===== src/rtl/spi_ram_master.sv =====
// ----------------------------------------------------------------------------
// spi_ram_master
//
// Host-side SPI master for the spi_ram slave. Takes one byte-level RAM command
// per valid/ready handshake, sends it as an 11-bit frame (MSB first) on
// ss_n/mosi and, for read-data commands, captures the 8-bit reply from miso.
// Master and slave share one clock: ss_n and mosi are registered on the rising
// edge of clk, and miso is sampled on the rising edge.
//
// Frame layout: {cmd_op[1], cmd_op[1:0], payload[7:0]}; payload is 8'h00 for
// op 11 (read data).
//
// Parameters:
//   MISO_DELAY  cycles between the last mosi bit and the first miso bit (1..15)
//   GAP_CYCLES  minimum cycles ss_n is held high between frames         (1..15)
//
// Ports:
//   clk        system clock, shared with spi_ram
//   rst        asynchronous active-high reset
//   cmd_valid  host command valid
//   cmd_ready  master can accept a command (IDLE only)
//   cmd_op     00 wr addr, 01 wr data, 10 rd addr, 11 rd data
//   cmd_data   address or data byte (ignored for op 11)
//   rsp_valid  one-cycle pulse, read byte available
//   rsp_data   captured read byte, held until the next response
//   busy       high in any state other than IDLE
//   ss_n       slave select, active low
//   mosi       serial data to spi_ram
//   miso       serial data from spi_ram
// ----------------------------------------------------------------------------
module spi_ram_master #(
    parameter int unsigned MISO_DELAY = 2,
    parameter int unsigned GAP_CYCLES = 1
) (
    input  logic       clk,
    input  logic       rst,
    input  logic       cmd_valid,
    output logic       cmd_ready,
    input  logic [1:0] cmd_op,
    input  logic [7:0] cmd_data,
    output logic       rsp_valid,
    output logic [7:0] rsp_data,
    output logic       busy,
    output logic       ss_n,
    output logic       mosi,
    input  logic       miso
);

    typedef enum logic [2:0] {
        IDLE,
        LEAD,
        SEND,
        WAIT,
        RECV,
        GAP
    } state_t;

    localparam logic [3:0] SEND_LAST = 4'd10;
    localparam logic [3:0] RECV_LAST = 4'd7;
    localparam logic [3:0] WAIT_LAST = 4'(MISO_DELAY - 1);
    localparam logic [3:0] GAP_LAST  = 4'(GAP_CYCLES - 1);

    state_t      state;
    state_t      state_nxt;
    logic [3:0]  bit_cnt;
    logic [3:0]  bit_cnt_nxt;
    logic [10:0] frame;
    logic [7:0]  rx_shift;
    logic        accept;
    logic        recv_done;
    logic        ss_n_nxt;
    logic        mosi_nxt;

    assign accept    = cmd_valid && (state == IDLE);
    assign recv_done = (state == RECV) && (bit_cnt == RECV_LAST);
    assign cmd_ready = (state == IDLE);
    assign busy      = (state != IDLE);

    // Next-state, counter and serial-line decode.
    // NOTE: every signal written here gets a default first, so no path can
    // leave one unassigned and infer a latch.
    always_comb begin
        state_nxt   = state;
        bit_cnt_nxt = bit_cnt + 4'd1;
        ss_n_nxt    = 1'b1;
        mosi_nxt    = 1'b0;

        case (state)
            IDLE: if (accept) state_nxt = LEAD;
            LEAD: state_nxt = SEND;
            SEND: if (bit_cnt == SEND_LAST)
                      state_nxt = (frame[9:8] == 2'b11) ? WAIT : GAP;
            WAIT: if (bit_cnt == WAIT_LAST) state_nxt = RECV;
            RECV: if (bit_cnt == RECV_LAST) state_nxt = GAP;
            GAP:  if (bit_cnt == GAP_LAST)  state_nxt = IDLE;
            default: state_nxt = IDLE;
        endcase

        // The counter restarts on every state change and stays parked in IDLE.
        if (state_nxt != state || state_nxt == IDLE)
            bit_cnt_nxt = 4'd0;

        // Lines are computed for the next cycle so they leave a flop cleanly.
        ss_n_nxt = !(state_nxt inside {LEAD, SEND, WAIT, RECV});
        if (state_nxt == SEND)
            mosi_nxt = frame[SEND_LAST - bit_cnt_nxt];
    end

    // NOTE: sequential state uses non-blocking assignments so every flop
    // samples pre-edge values regardless of statement order.
    always_ff @(posedge clk or posedge rst) begin
        if (rst) begin
            state     <= IDLE;
            bit_cnt   <= 4'd0;
            frame     <= 11'd0;
            rx_shift  <= 8'h00;
            rsp_valid <= 1'b0;
            rsp_data  <= 8'h00;
            ss_n      <= 1'b1;
            mosi      <= 1'b0;
        end else begin
            state     <= state_nxt;
            bit_cnt   <= bit_cnt_nxt;
            ss_n      <= ss_n_nxt;
            mosi      <= mosi_nxt;
            rsp_valid <= recv_done;

            if (accept)
                frame <= {cmd_op[1], cmd_op, (cmd_op == 2'b11) ? 8'h00 : cmd_data};

            if (state == RECV)
                rx_shift <= {rx_shift[6:0], miso};

            // The last reply bit is still on miso, so fold it in directly.
            if (recv_done)
                rsp_data <= {rx_shift[6:0], miso};
        end
    end

endmodule


===== config.mk =====
export PLATFORM = sky130hd
export DESIGN_NAME = spi_ram_master
export DESIGN_NICKNAME = d
export VERILOG_FILES = /design/src/rtl/spi_ram_master.sv
export SDC_FILE = /design/constraint.sdc
export NUM_CORES = 1
export LEC_CHECK = 0
export ABC_AREA = 1
export BUFFER_PORTS_ARGS = -buffer_cell sky130_fd_sc_hd__buf_2
export CORE_ASPECT_RATIO = 0.75
export CORE_MARGIN = 2
export CORE_UTILIZATION = 45
export CTS_BUF_LIST = sky130_fd_sc_hd__clkbuf_8 sky130_fd_sc_hd__clkbuf_16
export DETAILED_ROUTE_END_ITERATION = 8
export PLACE_DENSITY = 0.69
export SYNTH_ARGS = -nofsm -noshare
export SYNTH_HDL_FRONTEND = slang
export SYNTH_SLANG_ARGS = --single-unit

===== constraint.sdc =====
create_clock -name clk -period 2.9 [get_ports clk]
set_input_delay 0 -clock clk [delete_from_list [all_inputs] [get_ports clk]]
set_output_delay 0 -clock clk [all_outputs]
set_load 0.01 [all_outputs]

==> flow_summary.yaml, run 1 <==
run_status:
  status: "complete, no violations"
global_route:
  first_global_vias: 1455
  grt_max_degree: 36
  grt_pass1_wl_mm: 6.36
  grt_overflow: 0
  grt_use_total_pct: 17.9
  antenna_found_initial: 0
power_and_ir_drop:
  power.leakage_nw: 1.28
  p_seq_share_pct: 32.7
  p_switching_mw: 0.922
  switching_share_pct: 43.0
  ir_worst_vdd_mv: 0.606
  cellPowerDensity_mw_per_mm2: 932
  p_clk_share_pct: 17.1
  comb_power_share_pct: 50.2
  internal_power_mw: 1.22
timing:
  finalMaxSlewViolations: 0
  whs_ns: 0.0871
  rsz0062_at_grt: "false"
  setup_violations: 0
  min_period_ns: 2.60
  finalCritPeriodShare_pct: 89.6
  maxSlewHeadroom_pct: 70.8
  setup_tns_ns: 0
  skew_ns: 0.00591
  finalHoldViolCount: 0
  tightest_slew_ns: 0.439
  max_freq_mhz: 385
detailed_routing:
  wl_per_cell_um: 10.7
  wirelength_mm: 3.63
  ant_nets: 0
  drc_errors: 0
  vias: 1564
  drt-initial-drc-count: 111
  drt_pass1_iterations: 4
  via_per_inst: 4.60
die:
  initial_core_util_pct: 46.1
  pin_count: 27
  dieArea_mm2: 0.00463
  die_w_um: 77.9
  rows: 20
  core_area_mm2: 0.00400
  die_h_um: 59.5
synthesis:
  syn_avg_cell_area_um2: 7.85
  yosys.cell_types.count: 22
  syn-cell-area_mm2: 0.00185
  netlist_instances: 235
  syn_nets: 254
  ys_warn_count: 0
  synth_seq_area_share_pct: 47.5
  yosys_register_bits: 35
clock_network:
  cts-htree-levels: 2
  clockBufferDepth: 2
  ctsRootBufferMaster: "clkbuf_8"
  numCtsBuffers: 5
  cts_tree: "yes"
  clkTransAtPathRegs_ns: 0.07
  clock_latency_ns: 0.29
  cts_sinks: 35
worst_setup_path:
  cp-start-kind: "flop"
  arrival_ns: 2.82
  crit_type: "reg -> reg"
  cp_max_fo: 16
  cpMostUsedCell: "nand2_1"
  slowest_stage: "dfrtp_1"
  critPathBufInv: 4
  path_cells: "ha_1, nand2_1, inv_1, nand2_1, nor2_4, inv_4, nand2_1, nor2_2, nand2_2, nor2_4, nor2_8, inv_1, nor2_1, ha_1, inv_1, nand3_1, nand3_1, o21ai_1, nand2_1, nor2_1"
  cpPeakStageDelay_ns: 0.42
  crit_path_end_kind: "flop"
  crit_required_ns: 3.12
  cp_top_family: "simple AND/OR/NAND/NOR gates"
cells_and_area:
  area_delta_synth_final_pct: 24.8
  layout.nets: 303
  diodes: 0
  final_area_mm2: 0.00230
  drive_gt1_share_pct: 22.8
  num-fill-cells: 363
placement:
  place_area_mm2: 0.00206
  dp_hpwl_mm: 2.60
  gp_congestion: 0.886
  port_buffers: 26
job:
  max-cap-violations: 0
min_path:
  hold_class: "in -> reg"
[cell usage in the layout (no fill, tap or decap)]
| cell type | synthesis | layout |
|---|---|---|
| nand2_1 | 64 | 64 |
| inv_1 | 33 | 34 |
| dfrtp_1 | 34 | 34 |
| buf_2 | 0 | 26 |
| o21ai_0 | 24 | 24 |
| nand3_1 | 23 | 23 |
| nor2_1 | 17 | 17 |
| dlygate4sd3_1 | 0 | 12 |
| nand2_2 | 7 | 7 |
| buf_4 | 0 | 7 |
| clkbuf_8 | 0 | 6 |
| ha_1 | 5 | 5 |
| inv_2 | 5 | 4 |
| nor2_4 | 4 | 4 |
| nand2_4 | 2 | 2 |
| inv_4 | 1 | 2 |
| nor2_2 | 2 | 2 |
| a21oi_1 | 2 | 2 |
| nand3_2 | 2 | 2 |
| o21ai_1 | 2 | 2 |
| nand4_1 | 1 | 1 |
| nor2_8 | 1 | 1 |
| xor2_1 | 1 | 1 |
| nand3b_1 | 1 | 1 |
| clkinv_4 | 0 | 1 |
| dfstp_2 | 1 | 1 |
[kinds of logic after synthesis]
logic type	share of synthesized area [%]
and+or+nand+nor	32.3
AOI/OAI and AO/OA	7.59
buffers and inverters	8.68
xor gates and xnor gates	0.475
adders and majority gates	3.39
DFF	47.5
[synthesized netlist by cell type (all sizes together)]
| library cell | number | area, µm² |
|---|---|---|
| nand2 | 73 | 307 |
| inv | 39 | 149 |
| dfrtp | 34 | 851 |
| o21ai | 26 | 130 |
| nand3 | 25 | 135 |
| nor2 | 24 | 141 |
| ha | 5 | 62.6 |
| clkbuf | 3 | 11.3 |
| a21oi | 2 | 10.0 |
| dfstp | 1 | 26.3 |
| nand3b | 1 | 7.51 |
| nand4 | 1 | 6.26 |
| xor2 | 1 | 8.76 |
[sequential cells by signal, summed over array words and instances (netlist names)]
signal     count
state          3
rsp_data       8
frame         10
rx_shift       7
rsp_valid      1
mosi           1
bit_cnt        4
ss_n           1
[power by group through the flow]
stage               Sequential [mW]  Combinational, mW  Clock [mW]
floorplan                     0.696              0.812           0
CTS                           0.702               1.05       0.372
finish                        0.703               1.08       0.366
detailed placement            0.711               1.03           0
global route                  0.718               1.24       0.392
global placement              0.707               1.03           0
[final timing paths]
| check | startpoint | to | slack [ns] | cells past startpoint |
|---|---|---|---|---|
| worst max-delay path | bit_cnt[1] | mosi | 0.30 | 20 |
| worst min register to register | rsp_data[7] | rsp_data[7] | 0.48 | 2 |
| worst max register to register | bit_cnt[1] | mosi | 0.30 | 20 |
| worst min-delay path | cmd_valid | frame[8] | 0.09 | 4 |
| min in group asynchronous | rst | frame[5] | 0.35 | 4 |
| max in group asynchronous | rst | ss_n | 2.21 | 4 |
[cell type report]
| type | instances | area, µm² | share of cell area, % |
|---|---|---|---|
| Inverter | 39 | 151 | 6.57 |
| Multi-Input combinational cell | 158 | 808 | 35.1 |
| Timing Repair Buffer | 45 | 303 | 13.1 |
| Sequential cell | 35 | 877 | 38.1 |
| Tap cell | 55 | 68.8 | 2.99 |
| Clock buffer | 6 | 82.6 | 3.59 |
| Clock inverter | 2 | 12.5 | 0.543 |
[worst register-to-register path, cell delays in order (launching register included)]
cell     delay [ns]
dfrtp_1        0.42
ha_1           0.21
nand2_1        0.06
inv_1          0.05
nand2_1        0.13
nor2_4         0.08
inv_4          0.14
nand2_1        0.09
nor2_2         0.14
nand2_2        0.08
nor2_4         0.14
nor2_8         0.04
inv_1          0.04
nor2_1         0.04
ha_1           0.34
inv_1          0.09
nand3_1        0.09
nand3_1        0.08
o21ai_1        0.12
nand2_1        0.06
nor2_1         0.09
[per-layer routing]
metal,part of all wire [%],track usage (%)
met5,0,0
met4,2.0,7.52
met3,4.9,3.96
met2,42,27.2
met1,51,25.0
[per-stage QoR]
stage | std cells | setup WS, ns | power (mW) | util, %
after floorplan | 235 | 0.400 | 1.51 | -
after global placement | 317 | 0.219 | 1.73 | 51.5
after detailed placement | 317 | 0.173 | 1.74 | 51.5
after CTS | 337 | 0.153 | 2.13 | 56.9
after global routing | 340 | 0.0492 | 2.35 | 57.5
final | 340 | 0.302 | 2.15 | 57.5
[what timing repair did]
action                                  in CTS  in global routing
hold buffers                                12                  0
endpoints found under the setup margin       0                  1
hold endpoints to repair                    46                  0
buffers inserted                             0                  3
gates resized for setup                      0                  2
(Power assumes the default switching activity.)
==> run 2, diff against run 1 <==
BUFFER_PORTS_ARGS = -buffer_cell sky130_fd_sc_hd__buf_4   (was -buffer_cell sky130_fd_sc_hd__buf_2)
==> flow_summary.yaml, run 2 (synthesis gave the netlist of run 1 again) <==
placement:
  gp_congestion: 0.873
  port_buffers: 26
  dp_hpwl_mm: 2.70
cells_and_area:
  reg_top3: "frame: 10 flops, rsp_data: 8 flops, rx_shift: 7 flops"
  diodes: 0
  drive_gt1_share_pct: 24.9
  top_register: "frame"
  final_common_cell: "nand2_1"
  largest_reg_flops: 10
  layout.nets: 307
  num-fill-cells: 370
  area_delta_synth_final_pct: 31.5
  final_cell_mix: "nand2_1 (64), buf_4 (38), dfrtp_1 (34)"
detailed_routing:
  via_per_inst: 4.58
  wirelength_mm: 3.65
  drc_errors: 0
  drt_pass1_iterations: 4
  vias: 1574
  wl_per_cell_um: 10.6
  drt-initial-drc-count: 115
  ant_nets: 0
global_route:
  grt_use_total_pct: 18.0
  grt_pass1_wl_mm: 6.47
  antenna_found_initial: 0
  first_global_vias: 1448
  grt_max_degree: 36
  grt_overflow: 0
timing:
  max_freq_mhz: 378
  tightest_slew_ns: 0.430
  min_period_ns: 2.65
  finalMaxSlewViolations: 0
  rsz0062_at_grt: "false"
  skew_ns: 0.00618
  maxSlewHeadroom_pct: 71.3
  finalHoldViolCount: 0
  finalCritPeriodShare_pct: 91.2
  setup_violations: 0
  setup_tns_ns: 0
clock_network:
  ctsRootBufferMaster: "clkbuf_8"
  clock_latency_ns: 0.29
  clkTransAtPathRegs_ns: 0.07
  cts_sinks: 35
  clockBufferDepth: 2
  cts-htree-levels: 2
  numCtsBuffers: 5
  cts_tree: "yes"
die:
  die_h_um: 59.5
  rows: 20
  core_area_mm2: 0.00400
  pin_count: 27
  initial_core_util_pct: 46.1
  dieArea_mm2: 0.00463
  die_w_um: 77.9
worst_setup_path:
  cp_max_fo: 5
  cpMostUsedCell: "nor2_1"
  crit_path_end_kind: "flop"
  cpPeakStageDelay_ns: 0.41
  slowest_stage: "dfrtp_1"
  critPathBufInv: 4
  crit_required_ns: 3.08
  path_cells: "ha_1, nand2_1, inv_1, nand2_1, nor2_4, buf_4, nor2_4, nand3_1, nand3_2, nor2_8, inv_1, nor2_1, ha_1, inv_1, nand3_1, nand2_1, nor2_1, nor2_1, nor2_1"
  crit_type: "reg -> reg"
  cp_top_family: "simple AND/OR/NAND/NOR gates"
  cp-start-kind: "flop"
  arrival_ns: 2.83
power_and_ir_drop:
  power.leakage_nw: 1.32
  ir_worst_vdd_mv: 0.452
  p_switching_mw: 0.940
  cellPowerDensity_mw_per_mm2: 944
  switching_share_pct: 41.0
  internal_power_mw: 1.35
  comb_power_share_pct: 49.0
  fin_total_pwr_mw: 2.29
  p_clk_share_pct: 20.1
  p_seq_share_pct: 30.8
run_status:
  status: "complete, no violations"
job:
  max-cap-violations: 0
min_path:
  hold_class: "in -> reg"
-- run 2: final timing paths --
kind	endpoint	cells after the start	from	slack [ns]
worst min-delay path	frame[2]	3	cmd_data[2]	0.005
max in group asynchronous	ss_n	4	rst	2.19
worst max-delay path	mosi	19	bit_cnt[1]	0.25
worst max register to register	mosi	19	bit_cnt[1]	0.25
worst min register to register	rsp_data[7]	2	rsp_data[7]	0.48
min in group asynchronous	frame[4]	4	rst	0.37
-- run 2: power groups by stage --
stage | combinational, mW | clock [mW] | sequential, mW
2_1_floorplan | 0.812 | 0 | 0.696
3_3_place_gp | 1.05 | 0 | 0.709
3_5_place_dp | 1.06 | 0 | 0.714
4_1_cts | 1.07 | 0.467 | 0.705
5_1_grt | 1.28 | 0.492 | 0.721
6_report | 1.12 | 0.462 | 0.707
-- run 2: metrics by stage --
step | hold WS, ns | util, % | cells | area, µm² | setup WS [ns]
floorplan | 0.110 | - | 235 | 1850 | 0.400
global placement | 0.131 | 53.2 | 317 | 2130 | 0.222
detailed placement | 0.129 | 53.2 | 317 | 2130 | 0.187
CTS | 0.0103 | 58.9 | 336 | 2360 | 0.165
global route | 0.0465 | 60.6 | 344 | 2430 | 0.0265
finish | 0.00546 | 60.6 | 344 | 2430 | 0.255
-- run 2: layout make-up --
type	count	area [µm²]	share of cell area, %
Sequential cell	35	877	36.1
Multi-Input combinational cell	158	811	33.4
Timing Repair Buffer	49	395	16.3
Inverter	39	154	6.34
Clock buffer	6	82.6	3.40
Tap cell	55	68.8	2.84
Clock inverter	2	38.8	1.60
-- run 2: repair_timing --
| item | in CTS | in global routing |
|---|---|---|
| gates resized for setup | 0 | 5 |
| hold buffers | 11 | 0 |
| setup buffers | 0 | 8 |
| hold endpoints to repair | 45 | 0 |
| setup endpoints to repair | 0 | 1 |
-- run 2: tightest hold or removal path: stages --
cell and delay [ns]:
buf_4 0.11, nand2_1 0.05, o21ai_0 0.08
-- run 2: per-layer routing --
metal  vias to the layer above  GRT usage (%)  wire length [µm]
met4                         0           5.76                46
met1                       705           25.7              1880
met5                         -              0                 0
met3                         5           4.88               159
li1                        835              -                 -
met2                        29           27.1              1560
